--- config.mk ---
export PLATFORM = sky130hd
export DESIGN_NAME = uart_tx_arbiter_flat
export DESIGN_NICKNAME = d
export VERILOG_FILES = /design/src/rtl/uart_tx_arbiter_if.sv /design/src/rtl/uart_tx_arbiter.sv /design/src/flat_wrapper.sv
export SDC_FILE = /design/constraint.sdc
export NUM_CORES = 1
export LEC_CHECK = 0
export ABC_AREA = 1
export CAP_MARGIN = 20
export CORE_ASPECT_RATIO = 0.9
export CORE_MARGIN = 1.5
export CORE_UTILIZATION = 40
export CTS_CLUSTER_SIZE = 28
export DETAILED_ROUTE_END_ITERATION = 10
export GPL_ROUTABILITY_DRIVEN = 0
export PLACE_DENSITY = 0.7
export SKIP_CTS_REPAIR_TIMING = 1
export SLEW_MARGIN = 20
export SYNTH_ARGS = -nofsm -noshare
export SYNTH_HDL_FRONTEND = slang
export SYNTH_SLANG_ARGS = --single-unit
--- constraint.sdc ---
create_clock -name tx_clk -period 2.1 [get_ports tx_clk]
set_input_delay 0.315 -clock tx_clk [delete_from_list [all_inputs] [get_ports tx_clk]]
set_output_delay 0.315 -clock tx_clk [all_outputs]
set_load 0.05 [all_outputs]
--- src/rtl/uart_tx_arbiter_if.sv ---
// Bundle of the requester-side and transmitter-side signals of the UART
// transmit arbiter. The arbiter takes the master view; the producers and
// the transmitter together form the slave view.
interface uart_tx_arbiter_if #(
  parameter int NUM_REQ = 4,
  parameter int DATA_W  = 8
) ();

  localparam int ID_W = $clog2(NUM_REQ);

  logic [NUM_REQ-1:0]        req;
  logic [NUM_REQ*DATA_W-1:0] req_data;
  logic [NUM_REQ-1:0]        ack;
  logic [ID_W-1:0]           grant_id;
  logic                      tx_start;
  logic [DATA_W-1:0]         tx_data;
  logic                      tx_busy;
  logic                      tx_done;
  logic                      arb_busy;
  logic                      err_timeout;

  modport master (
    input  req, req_data, tx_busy, tx_done,
    output ack, grant_id, tx_start, tx_data, arb_busy, err_timeout
  );

  modport slave (
    output req, req_data, tx_busy, tx_done,
    input  ack, grant_id, tx_start, tx_data, arb_busy, err_timeout
  );

endinterface

--- src/rtl/uart_tx_arbiter.sv ---
// Round-robin scheduler sharing one UART transmitter between NUM_REQ byte
// producers. A winner's byte is captured and acknowledged, the transmitter
// is started, then followed through busy/done. An idle gap separates frames
// and a transmitter that never reports busy is abandoned after a timeout.
module uart_tx_arbiter #(
  parameter int NUM_REQ      = 4,
  parameter int DATA_W       = 8,
  parameter int GAP_CLKS     = 16,
  parameter int TIMEOUT_CLKS = 1024
) (
  input  logic              tx_clk,
  input  logic              rst_n,
  uart_tx_arbiter_if.master bus
);

  localparam int ID_W    = $clog2(NUM_REQ);
  localparam int CNT_MAX = (TIMEOUT_CLKS > GAP_CLKS) ? TIMEOUT_CLKS : GAP_CLKS;
  localparam int CNT_W   = $clog2(CNT_MAX + 1);

  // Terminal counts; the gap value is only used when GAP_CLKS > 0.
  localparam logic [CNT_W-1:0] TO_LAST_C  = CNT_W'(TIMEOUT_CLKS - 1);
  localparam logic [CNT_W-1:0] GAP_LAST_C = CNT_W'((GAP_CLKS > 0) ? (GAP_CLKS - 1) : 0);
  // Pointer starts at the top index so requester 0 is scanned first.
  localparam logic [ID_W-1:0]  LAST_RST_C = ID_W'(NUM_REQ - 1);

  typedef enum logic [1:0] {
    ST_IDLE      = 2'd0,
    ST_WAIT_BUSY = 2'd1,
    ST_WAIT_DONE = 2'd2,
    ST_GAP       = 2'd3
  } state_t;

  // With no gap configured a finished frame goes straight back to IDLE.
  localparam state_t FRAME_END_ST = (GAP_CLKS > 0) ? ST_GAP : ST_IDLE;

  // Round-robin pick: first asserted request at last+1, last+2, ... modulo
  // NUM_REQ. Scanning from the farthest offset down lets the nearest win.
  // Result MSB flags that any request was found.
  function automatic logic [ID_W:0] rr_pick(input logic [NUM_REQ-1:0] r,
                                            input logic [ID_W-1:0]    last);
    logic [ID_W:0] res;
    int            idx;
    res = '0;
    for (int off = NUM_REQ; off >= 1; off--) begin
      idx = (int'(last) + off) % NUM_REQ;
      res = r[idx[ID_W-1:0]] ? {1'b1, idx[ID_W-1:0]} : res;
    end
    return res;
  endfunction

  // Byte of requester id out of the packed request data bus.
  function automatic logic [DATA_W-1:0] byte_sel(input logic [NUM_REQ*DATA_W-1:0] d,
                                                 input logic [ID_W-1:0]          id);
    logic [DATA_W-1:0] res;
    res = '0;
    for (int i = 0; i < NUM_REQ; i++) begin
      res = (id == ID_W'(i)) ? d[i*DATA_W +: DATA_W] : res;
    end
    return res;
  endfunction

  // One-hot vector for requester id.
  function automatic logic [NUM_REQ-1:0] id_onehot(input logic [ID_W-1:0] id);
    logic [NUM_REQ-1:0] res;
    res = '0;
    for (int i = 0; i < NUM_REQ; i++) begin
      res[i] = (id == ID_W'(i));
    end
    return res;
  endfunction

  state_t             state_r,       state_nxt_s;
  logic [CNT_W-1:0]   cnt_r,         cnt_nxt_s;
  logic [ID_W-1:0]    last_r,        last_nxt_s;
  logic [ID_W-1:0]    grant_id_r,    grant_id_nxt_s;
  logic [NUM_REQ-1:0] ack_r,         ack_nxt_s;
  logic               tx_start_r,    tx_start_nxt_s;
  logic               err_timeout_r, err_timeout_nxt_s;
  logic               arb_busy_r,    arb_busy_nxt_s;
  logic [DATA_W-1:0]  tx_data_r,     tx_data_nxt_s;

  logic [ID_W:0]      pick_s;
  logic [ID_W-1:0]    win_id_s;
  logic               grant_ok_s;

  // A grant needs a pending request and an idle transmitter; the latter also
  // covers a frame left running across a reset.
  assign pick_s     = rr_pick(bus.req, last_r);
  assign win_id_s   = pick_s[ID_W-1:0];
  assign grant_ok_s = pick_s[ID_W] & ~bus.tx_busy;

  // Next-state and next-output logic of the arbitration FSM.
  always_comb begin
    state_nxt_s       = state_r;
    cnt_nxt_s         = cnt_r;
    last_nxt_s        = last_r;
    grant_id_nxt_s    = grant_id_r;
    tx_data_nxt_s     = tx_data_r;
    ack_nxt_s         = '0;
    tx_start_nxt_s    = 1'b0;
    err_timeout_nxt_s = 1'b0;

    case (state_r)
      ST_IDLE: begin
        if (grant_ok_s) begin
          ack_nxt_s      = id_onehot(win_id_s);
          tx_start_nxt_s = 1'b1;
          tx_data_nxt_s  = byte_sel(bus.req_data, win_id_s);
          grant_id_nxt_s = win_id_s;
          last_nxt_s     = win_id_s;
          cnt_nxt_s      = '0;
          state_nxt_s    = ST_WAIT_BUSY;
        end else begin
          state_nxt_s    = ST_IDLE;
        end
      end

      ST_WAIT_BUSY: begin
        // done wins over busy: a frame may finish before busy is ever seen
        if (bus.tx_done) begin
          state_nxt_s       = FRAME_END_ST;
          cnt_nxt_s         = '0;
        end else if (bus.tx_busy) begin
          state_nxt_s       = ST_WAIT_DONE;
        end else if (cnt_r == TO_LAST_C) begin
          err_timeout_nxt_s = 1'b1;
          state_nxt_s       = FRAME_END_ST;
          cnt_nxt_s         = '0;
        end else begin
          cnt_nxt_s         = cnt_r + CNT_W'(1);
        end
      end

      ST_WAIT_DONE: begin
        // the transmitter always terminates a started frame
        if (bus.tx_done) begin
          state_nxt_s = FRAME_END_ST;
          cnt_nxt_s   = '0;
        end else begin
          state_nxt_s = ST_WAIT_DONE;
        end
      end

      ST_GAP: begin
        if (cnt_r == GAP_LAST_C) begin
          state_nxt_s = ST_IDLE;
          cnt_nxt_s   = '0;
        end else begin
          cnt_nxt_s   = cnt_r + CNT_W'(1);
        end
      end

      default: begin
        state_nxt_s = ST_IDLE;
        cnt_nxt_s   = '0;
      end
    endcase

    arb_busy_nxt_s = (state_nxt_s != ST_IDLE);
  end

  // State, counter, pointer and all outputs registered; synchronous reset.
  always_ff @(posedge tx_clk) begin
    if (!rst_n) begin
      state_r       <= ST_IDLE;
      cnt_r         <= '0;
      last_r        <= LAST_RST_C;
      grant_id_r    <= '0;
      tx_data_r     <= '0;
      ack_r         <= '0;
      tx_start_r    <= 1'b0;
      err_timeout_r <= 1'b0;
      arb_busy_r    <= 1'b0;
    end else begin
      state_r       <= state_nxt_s;
      cnt_r         <= cnt_nxt_s;
      last_r        <= last_nxt_s;
      grant_id_r    <= grant_id_nxt_s;
      tx_data_r     <= tx_data_nxt_s;
      ack_r         <= ack_nxt_s;
      tx_start_r    <= tx_start_nxt_s;
      err_timeout_r <= err_timeout_nxt_s;
      arb_busy_r    <= arb_busy_nxt_s;
    end
  end

  assign bus.ack         = ack_r;
  assign bus.grant_id    = grant_id_r;
  assign bus.tx_start    = tx_start_r;
  assign bus.tx_data     = tx_data_r;
  assign bus.arb_busy    = arb_busy_r;
  assign bus.err_timeout = err_timeout_r;

endmodule

--- src/flat_wrapper.sv ---
// flat-port wrapper written by rule: the top's interface ports become plain ports
module uart_tx_arbiter_flat 
#(
  parameter int NUM_REQ      = 4,
  parameter int DATA_W       = 8,
  parameter int GAP_CLKS     = 16,
  parameter int TIMEOUT_CLKS = 1024
)
  (tx_clk, rst_n, bus_req, bus_req_data, bus_tx_busy, bus_tx_done, bus_ack, bus_grant_id, bus_tx_start, bus_tx_data, bus_arb_busy, bus_err_timeout);
  uart_tx_arbiter_if #(.NUM_REQ(NUM_REQ), .DATA_W(DATA_W)) bus_i ();
  input  logic tx_clk;
  input  logic rst_n;
  input wire logic [$bits(bus_i.req)-1:0] bus_req;
  input wire logic [$bits(bus_i.req_data)-1:0] bus_req_data;
  input wire logic [$bits(bus_i.tx_busy)-1:0] bus_tx_busy;
  input wire logic [$bits(bus_i.tx_done)-1:0] bus_tx_done;
  output wire logic [$bits(bus_i.ack)-1:0] bus_ack;
  output wire logic [$bits(bus_i.grant_id)-1:0] bus_grant_id;
  output wire logic [$bits(bus_i.tx_start)-1:0] bus_tx_start;
  output wire logic [$bits(bus_i.tx_data)-1:0] bus_tx_data;
  output wire logic [$bits(bus_i.arb_busy)-1:0] bus_arb_busy;
  output wire logic [$bits(bus_i.err_timeout)-1:0] bus_err_timeout;
  assign bus_i.req = bus_req;
  assign bus_i.req_data = bus_req_data;
  assign bus_i.tx_busy = bus_tx_busy;
  assign bus_i.tx_done = bus_tx_done;
  assign bus_ack = bus_i.ack;
  assign bus_grant_id = bus_i.grant_id;
  assign bus_tx_start = bus_i.tx_start;
  assign bus_tx_data = bus_i.tx_data;
  assign bus_arb_busy = bus_i.arb_busy;
  assign bus_err_timeout = bus_i.err_timeout;
  uart_tx_arbiter #(.NUM_REQ(NUM_REQ), .DATA_W(DATA_W), .GAP_CLKS(GAP_CLKS), .TIMEOUT_CLKS(TIMEOUT_CLKS)) u_core (.tx_clk(tx_clk), .rst_n(rst_n), .bus(bus_i));
endmodule
==> flow_summary.yaml <==
grt:
  grt-ovfl-total: 0
  use_met3_pct: 5.13
  use_met1_pct: 25.6
  grt_first_pass_wirelength_um: 8020
  grt_util_all_layers_pct: 19.6
  grt_pass1_vias: 1798
  antenna_found_initial: 0
  grt_max_degree: 16
  grt_use_met2_pct: 31.3
  gr-max-usage-layer: "met2"
layout:
  nFillCells: 407
  layout-drive-gt1-share_pct: 18.4
  fin_util_pct: 60.9
  fin_area_um2: 2750
  diodes: 0
  nets: 377
  area_growth_syn_to_layout_pct: 43.5
sta:
  tightest_slew_ns: 0.514
  fin_skew_ns: 0.00715
  fin_crit_ns: 1.81
  max_slew_margin_pct: 65.6
  setup_viol: 0
  rsz0062_at_grt: "no"
  slew_violations: 0
  max_freq_ghz: 0.551
  hold_viol_final: 0
  fin_crit_sh_pct: 86.4
power_and_ir_drop:
  p_leak_nw: 1.17
  internal-power_mw: 1.77
  sw_frac_of_total_pct: 43.3
  power_mw: 3.12
  p_per_area_nw_per_um2: 1130
  p_clk_share_pct: 20.9
  ir_drop_uv: 584
  share_comb_of_total_power_pct: 54.4
  seqPwrFrac_pct: 24.7
  power.switching_mw: 1.35
detailed_routing:
  avgRoutedWirePerCell_um: 12.0
  routed_wl_um: 4790
  via_count: 1935
  drc: 0
  drt_iter0_drc: 101
  first_pass_iters: 4
  vias_per_cell: 4.85
  detail-route-antenna-nets: 0
clocking:
  cts_tree: "built"
  h-tree-depth: 2
  cts.sinks: 32
  clk_pin_slew_ns: 0.07
  cts_max_path_buffers: 2
  worstSkewPairLatency_ns: 0.29
  cts_made_buffers: 5
  cts_root_buf: "clkbuf_8"
setup_path:
  critPathArrivalTime_ns: 2.00
  path_buf_inv: 3
  rr_worst_depth: 12
  worstReg2RegStart: "u_core.last_r[0]"
  slowest_delay_ns: 0.49
  worstPathRequired_ns: 2.28
  reg2reg_slack_ns: 0.30
  worstSetupPathType: "input pin to flip-flop"
  path_cells: "clkdlybuf4s50_1, inv_1, nand2_1, nand2_1, and2_4, nand2_1, nand3_2, nand2_4, buf_4, nand3_1, nor3b_1, nor3_1"
  endpoint_kind: "flip-flop"
  crit_top_cell: "nand2_1"
  cp-start-kind: "input pin"
  crit_path_top_delay_cell: "clkdlybuf4s50_1"
  worstReg2RegEnd: "u_core.cnt_r[7]"
  crit_family: "simple AND/OR/NAND/NOR gates"
  path_max_fanout: 7
min_path:
  worstHoldStart: "u_core.bus.grant_id[0]"
  worstHoldPathType: "flip-flop to flip-flop"
  whs_path_depth: 2
  whs_endpoint: "u_core.bus.grant_id[0]"
floorplan:
  die_w_um: 76.0
  placementRows: 23
  ios: 57
  die_h_um: 68.7
  initial_core_util_pct: 42.4
  core_um2: 4520
  die_area_um2: 5220
yosys:
  synth_nets: 307
  syn-cell-area_um2: 1920
  synth_top_area_share_pct: 33.4
  ys_top_cells_by_area: "dfxtp_1 (33%), nand2_1 (11%), nand4_1 (6.2%)"
  seq_area_frac_synth_pct: 33.4
  ys_ff_latch: 32
  synth_cells: 266
  yosys.cell_types.count: 36
  avgSynthCellArea_um2: 7.21
  synth_area_leader_cell: "dfxtp_1"
  yosysWarnings: 0
place:
  numPortBuffers: 56
  place_hpwl_um: 3650
  placed_area_um2: 2620
job:
  drv_cap: 0
run_status:
  status: "finished clean"
==> cell type report <==
cell class	instances	area, um^2	area share (%)
clock buffer	7	96.3	3.50
inverter	32	128	4.64
tap	62	77.6	2.82
clock inverter	1	30.0	1.09
sequential	32	641	23.3
multi-input combinational	194	1080	39.3
timing repair buffer	71	698	25.4
==> worst max path at each step <==
stage,endpoint,startpoint,cells after the start,slack (ns)
3_3_place_gp,u_core.cnt_r[7],bus_req[2],12,-0.0009
5_1_grt,u_core.bus.tx_data[3],u_core.last_r[0],14,0.11
2_1_floorplan,u_core.bus.tx_data[4],u_core.last_r[0],16,0.44
4_1_cts,u_core.cnt_r[7],bus_req[2],12,0.30
6_report,u_core.cnt_r[7],bus_req[1],12,0.29
3_5_place_dp,u_core.cnt_r[7],bus_req[1],12,0.01
==> worst register-to-register path: cells and delay by family, from the launching register on <==
kind / cells / cell delay, ns
buffers and inverters: 4 / 0.58
AO/OA/AOI/OAI: 1 / 0.10
flip-flops: 1 / 0.30
AND/OR/NAND/NOR: 7 / 0.75
==> cells by family (layout without fill, tap and decap cells) <==
| logic type | after synthesis | in the layout | share of synthesized area [%] |
|---|---|---|---|
| fa+ha+maj | 1 | 1 | 0.653 |
| flops | 32 | 32 | 33.4 |
| buf+inv | 40 | 111 | 10.2 |
| xor+xnor | 2 | 2 | 0.914 |
| simple gates | 157 | 157 | 42.9 |
| compound gates | 34 | 34 | 11.9 |
==> cells in the final DEF, fill, tap and decap left out, drive strengths merged <==
cell,instances
o21ai,10
dfxtp,32
o21a,1
clkdlybuf4s50,56
bufinv,1
clkbuf,7
nor4,1
nor2,26
nand4,19
or2,2
a211oi,1
nand3,22
o22ai,1
nand2,73
inv,32
o211ai,2
ha,1
a21oi,19
xor2,2
nor3,9
and2,1
buf,15
nor3b,3
and3,1
==> synthesized netlist by cell type (all sizes together) <==
| cell type | n |
|---|---|
| or2 | 2 |
| nand4 | 19 |
| ha | 1 |
| o211ai | 2 |
| and3 | 1 |
| a21oi | 19 |
| nor2 | 26 |
| inv | 32 |
| nand3 | 22 |
| a211oi | 1 |
| o22ai | 1 |
| nor3 | 9 |
| nor4 | 1 |
| and2 | 1 |
| o21ai | 10 |
| dfxtp | 32 |
| o21a | 1 |
| buf | 7 |
| clkbuf | 1 |
| nand2 | 73 |
| xor2 | 2 |
| nor3b | 3 |
==> power by group through the flow <==
stage | registers, mW | logic [mW] | clock network, mW
after floorplan | 1.01 | 0.959 | 0
after global placement | 0.781 | 1.68 | 0
after detailed placement | 0.778 | 1.69 | 0
after CTS | 0.768 | 1.70 | 0.668
after global routing | 0.779 | 1.86 | 0.693
final | 0.769 | 1.70 | 0.652
==> per-layer routing <==
| layer | vias to the layer above | wire length (um) | share of wire, % |
|---|---|---|---|
| met2 | 47 | 2040 | 43 |
| met3 | 8 | 221 | 4.6 |
| met4 | 0 | 91 | 1.9 |
| li1 | 1017 | - | - |
| met1 | 863 | 2430 | 51 |
| met5 | - | 0 | 0 |
==> registers in the layout, indices dropped and copies added (netlist names) <==
register                cells
u_core.cnt_r               11
u_core.bus.tx_data          8
u_core.bus.ack              4
u_core.bus.grant_id         2
u_core.last_r               2
u_core.state_r              2
u_core.bus.arb_busy         1
u_core.bus.err_timeout      1
u_core.bus.tx_start         1
==> stage by stage <==
step	setup WS [ns]	setup TNS [ns]	hold WS, ns	cells
floorplan	0.438	0	0.414	266
global placement	-0.000885	-0.000885	0.468	391
detailed placement	0.0100	0	0.463	391
CTS	0.297	0	0.473	399
global route	0.105	0	0.499	399
finish	0.285	0	0.477	399
(Power assumes the default switching activity.)
==> variant 1 (same settings) <==
`DATA_W` is set to 8 in 3 places; all go to 6.
--- a/src/rtl/uart_tx_arbiter_if.sv
+++ b/src/rtl/uart_tx_arbiter_if.sv
@@ -4,5 +4,5 @@
 interface uart_tx_arbiter_if #(
   parameter int NUM_REQ = 4,
-  parameter int DATA_W  = 8
+  parameter int DATA_W  = 6
 ) ();
 
--- a/src/rtl/uart_tx_arbiter.sv
+++ b/src/rtl/uart_tx_arbiter.sv
@@ -5,5 +5,5 @@
 module uart_tx_arbiter #(
   parameter int NUM_REQ      = 4,
-  parameter int DATA_W       = 8,
+  parameter int DATA_W       = 6,
   parameter int GAP_CLKS     = 16,
   parameter int TIMEOUT_CLKS = 1024
--- a/src/flat_wrapper.sv
+++ b/src/flat_wrapper.sv
@@ -3,5 +3,5 @@
 #(
   parameter int NUM_REQ      = 4,
-  parameter int DATA_W       = 8,
+  parameter int DATA_W       = 6,
   parameter int GAP_CLKS     = 16,
   parameter int TIMEOUT_CLKS = 1024
Ports: changed (resized bus_req_data and bus_tx_data); port bits go from 57 to 47. No check against the original RTL was run, so the function may have changed too.
==> variant 1 against the unedited design <==
Clock power down 34%; power shrank 31%; sequential cell count fell by 2; fmax fell by 3.2%; worst hold slack better by 0.0070 ns; worst setup slack got worse by 0.060 ns; area after synthesis decreased by 8.1%; routed wire length down 12%; critical path type is now register to register; cell area shrank 12%.
==> variant 1: results (changes against the unedited design) <==
INFO  outcome        run_status=completed [unchanged]
INFO  yosys          seq_area_frac_synth=34.1% [was 33.4%]
INFO  detailed_routing met2WireLength=1730um [was 2040 um]
INFO  yosys          synthCells=255 [was 266]
INFO  detailed_routing route.met3.wl=303um [was 221 um]
INFO  detailed_routing dr_total_vias=1749 [was 1935]
INFO  global_routing met3_usage=8.08% [was 5.13%]
INFO  placement      setup_slack_placement=-0.0104ns [was 0.0100 ns]
INFO  setup_path     worst_path_largest_cell_delay=0.37ns [was 0.49 ns]
INFO  yosys          synth_warnings=0 [unchanged]
INFO  finish         drive_gt1_share=15.4% [was 18.4%]
INFO  setup_path     setup.worst_path.start=u_core.cnt_r[0] [was bus_req[1]]
INFO  placement      detailedPlacementHpwl=3190um [was 3650 um]
INFO  min_path       worst_hold_startpoint=u_core.cnt_r[1] [was u_core.bus.grant_id[0]]
INFO  power_and_ir_drop leakage=0.984nW [was 1.17 nW]
INFO  power_and_ir_drop power.sequential.fraction=31.7% [was 24.7%]
INFO  yosys          post_synth_most_frequent_cells=sky130_fd_sc_hd__nand2_1, sky130_fd_sc_hd__dfxtp_1, sky130_fd_sc_hd__inv_1 [unchanged]
INFO  detailed_routing wl=4230um [was 4790 um]
INFO  sta            tightest_slew=0.535ns [was 0.514 ns]
INFO  power_and_ir_drop p_int=0.00125W [was 0.00177 W]
INFO  setup_path     worstPathArrival=2.04ns [was 2.00 ns]
INFO  detailed_routing drt_iter0_drc=84 [was 101]
INFO  placement      place.port_buffers=46 [was 56]
INFO  finish         design.final.nets=344 [was 377]
INFO  yosys          synth_fp_nets=288 [was 307]
INFO  setup_path     crit_slowest_cell=sky130_fd_sc_hd__dfxtp_1 [was sky130_fd_sc_hd__clkdlybuf4s50_1]
INFO  global_routing gr-usage-met1=26.3% [was 25.6%]
INFO  finish         fin_cells=371 [was 399]
INFO  global_routing first_global_vias=1619 [was 1798]
INFO  setup_path     cp_max_fo=10 [was 7]
INFO  global_routing grtUsageTotal=19.4% [was 19.6%]
INFO  detailed_routing wl_met1=2160um [was 2430 um]
INFO  sta            finClkSkew=0.00590ns [was 0.00715 ns]
INFO  finish         antennaDiodeCount=0 [unchanged]
INFO  placement      placement.cell_area=2320um^2 [was 2620 um^2]
-- variant 1: cell types whose count changed in the layout (fill, tap and decap cells not counted), sizes merged, moves of 4 or more --
cell / before / now
buf: 15 / 10
clkdlybuf4s50: 56 / 46
inv: 32 / 26
nand2: 73 / 85
nand3: 22 / 18
nand4: 19 / 7
-- variant 1: kinds of logic after synthesis --
group / Yosys count / synth area share (%)
AND/OR/NAND/NOR: 150 / 42.1
AO/OA/AOI/OAI: 38 / 12.6
buffers and inverters: 34 / 9.52
flip-flops: 30 / 34.1
XOR/XNOR: 2 / 0.994
adder cells (fa/ha/maj): 1 / 0.710
-- variant 1: path summary, 6_finish.rpt --
check,to,slack (ns),depth (start not counted)
setup / recovery,u_core.cnt_r[3],0.22,11
hold / removal,u_core.cnt_r[1],0.48,2
setup reg to reg,u_core.cnt_r[3],0.22,11
hold reg to reg,u_core.cnt_r[1],0.48,2
-- variant 1: critical path: cells and delay by family (launching register included) --
kind                     cells  cell delay [ns]
AND/OR/NAND/NOR              8             1.00
flip-flops                   1             0.37
adder cells (fa/ha/maj)      1             0.18
AO/OA/AOI/OAI                1             0.13
buffers and inverters        1             0.08
-- variant 1: metrics by stage --
stage | power [W] | hold slack, ns
2_1_floorplan | 0.00144 | 0.457
3_3_place_gp | 0.00173 | 0.463
3_5_place_dp | 0.00172 | 0.476
4_1_cts | 0.00216 | 0.486
5_1_grt | 0.00231 | 0.498
6_report | 0.00216 | 0.484
-- variant 1: area by class of cell --
cell class | instances | area [um^2]
multi-input cells | 191 | 1010
repair buffers | 56 | 536
clock buffers | 7 | 76.3
fillers | 385 | 1750
inverters | 27 | 114
flip-flops and latches | 30 | 602
well taps | 60 | 75.1
==> variant 2 (config.mk and constraints unchanged) <==
Without the edit above. Re-encode `state_t` (4 states) as one-hot, 4 bits wide.
--- a/src/rtl/uart_tx_arbiter.sv
+++ b/src/rtl/uart_tx_arbiter.sv
@@ -24,9 +24,9 @@
   localparam logic [ID_W-1:0]  LAST_RST_C = ID_W'(NUM_REQ - 1);
 
-  typedef enum logic [1:0] {
-    ST_IDLE      = 2'd0,
-    ST_WAIT_BUSY = 2'd1,
-    ST_WAIT_DONE = 2'd2,
-    ST_GAP       = 2'd3
+  typedef enum logic [3:0] {
+    ST_IDLE      = 4'b0001,
+    ST_WAIT_BUSY = 4'b0010,
+    ST_WAIT_DONE = 4'b0100,
+    ST_GAP       = 4'b1000
   } state_t;
 
Behaviour: no difference found for any inputs over 4 cycles, from zero or initial values and one cycle with rst_n low; so few cycles prove little.
==> variant 2 against the unedited design <==
Final cell count up 6.3%; count of clock-buffer cells in the layout unchanged; power down 3.4%; cell area up 1.3%; sequential power up 5.3%; area after synthesis up 5.6%; sequential cell count up 2; routed wire length up 4.0%; worst setup slack worse by 0.064 ns; die area up 5.4%; critical path type unchanged; highest routed layer unchanged.
==> variant 2: results (changes against the unedited design) <==
INFO  placement      placement.cell_area=2690um^2 [was 2620 um^2]
INFO  finish         fillers=490 [was 407]
INFO  yosys          synth_cell_types=35 [was 36]
INFO  yosys          seq_area_frac_synth=33.6% [was 33.4%]
INFO  yosys          postSynthAreaPerCell=6.93um^2 [was 7.21 um^2]
INFO  power_and_ir_drop power_density=1080nW/um^2 [was 1130 nW/um^2]
INFO  sta            finClkSkew=0.00875ns [was 0.00715 ns]
INFO  sta            tightest_slew=0.522ns [was 0.514 ns]
INFO  global_routing first_global_vias=2032 [was 1798]
INFO  power_and_ir_drop leakage=1.17nW [about the same]
INFO  detailed_routing route.detailed.wl_per_inst=11.7um [was 12.0 um]
INFO  setup_path     worst_path_largest_cell_delay=0.47ns [was 0.49 ns]
INFO  yosys          area_fraction_in_compound_gates_after_synthesis=12.7% [was 11.9%]
INFO  setup_path     worstPathArrival=2.10ns [was 2.00 ns]
INFO  finish         design.final.nets=399 [was 377]
INFO  yosys          synth_xor_xnor_area_share=0.865% [was 0.914%]
INFO  global_routing grt_max_degree=21 [was 16]
INFO  placement      detailedPlacementHpwl=3950um [was 3650 um]
INFO  yosys          post_synth_most_frequent_cells=sky130_fd_sc_hd__nand2_1, sky130_fd_sc_hd__dfxtp_1, sky130_fd_sc_hd__nand3_1 [was sky130_fd_sc_hd__nand2_1, sky130_fd_sc_hd__dfxtp_1, sky130_fd_sc_hd__inv_1]
INFO  detailed_routing wl_met1=2290um [was 2430 um]
INFO  yosys          synth_fa_ha_area_share=0.618% [was 0.653%]
INFO  global_routing gr-usage-met1=25.3% [was 25.6%]
INFO  setup_path     cp_max_fo=20 [was 7]
INFO  detailed_routing dr_total_vias=2102 [was 1935]
INFO  finish         drive_gt1_share=16.2% [was 18.4%]
INFO  power_and_ir_drop p_int=0.00164W [was 0.00177 W]
INFO  global_routing met3_usage=5.62% [was 5.13%]
INFO  power_and_ir_drop max-vdd-ir-drop=561uV [was 584 uV]
INFO  outcome        run_status=completed [unchanged]
## variant 2: cell count changes after synthesis, moves of 3 or more
cell	change
sky130_fd_sc_hd__nor2_1	-3
sky130_fd_sc_hd__inv_2	+3
sky130_fd_sc_hd__nand2_1	+12
sky130_fd_sc_hd__nor2_2	+4
sky130_fd_sc_hd__nand3_1	+10
sky130_fd_sc_hd__nand4_1	-4
sky130_fd_sc_hd__o21ai_2	-3
sky130_fd_sc_hd__o21ai_1	+10
## variant 2: final timing paths
path | slack, ns | from | to | depth (start not counted)
worst min-delay path | 0.47 | u_core.bus.grant_id[1] | u_core.bus.grant_id[1] | 2
worst min register to register | 0.47 | u_core.bus.grant_id[1] | u_core.bus.grant_id[1] | 2
worst max-delay path | 0.22 | bus_req[3] | u_core.bus.tx_data[6] | 13
worst max register to register | 0.24 | u_core.cnt_r[1] | u_core.cnt_r[4] | 10
## variant 2: cell type report
class	instances	area share (%)
Clock buffer	7	3.10
Clock inverter	1	0.180
Inverter	36	4.94
Multi-Input combinational cell	212	40.3
Sequential cell	34	24.5
Tap cell	65	2.92
Timing Repair Buffer	69	24.1
## variant 2: worst reg2reg max path, cell delays in order (launching register included)
cell                      delay, ns
sky130_fd_sc_hd__dfxtp_1       0.37
sky130_fd_sc_hd__ha_1          0.18
sky130_fd_sc_hd__nand3_1       0.13
sky130_fd_sc_hd__nor2_1        0.15
sky130_fd_sc_hd__nand2_1       0.13
sky130_fd_sc_hd__nor3_2        0.15
sky130_fd_sc_hd__nand3_1       0.11
sky130_fd_sc_hd__nand2_1       0.07
sky130_fd_sc_hd__nand2_1       0.11
sky130_fd_sc_hd__o21ai_4       0.26
sky130_fd_sc_hd__nor2_1        0.08
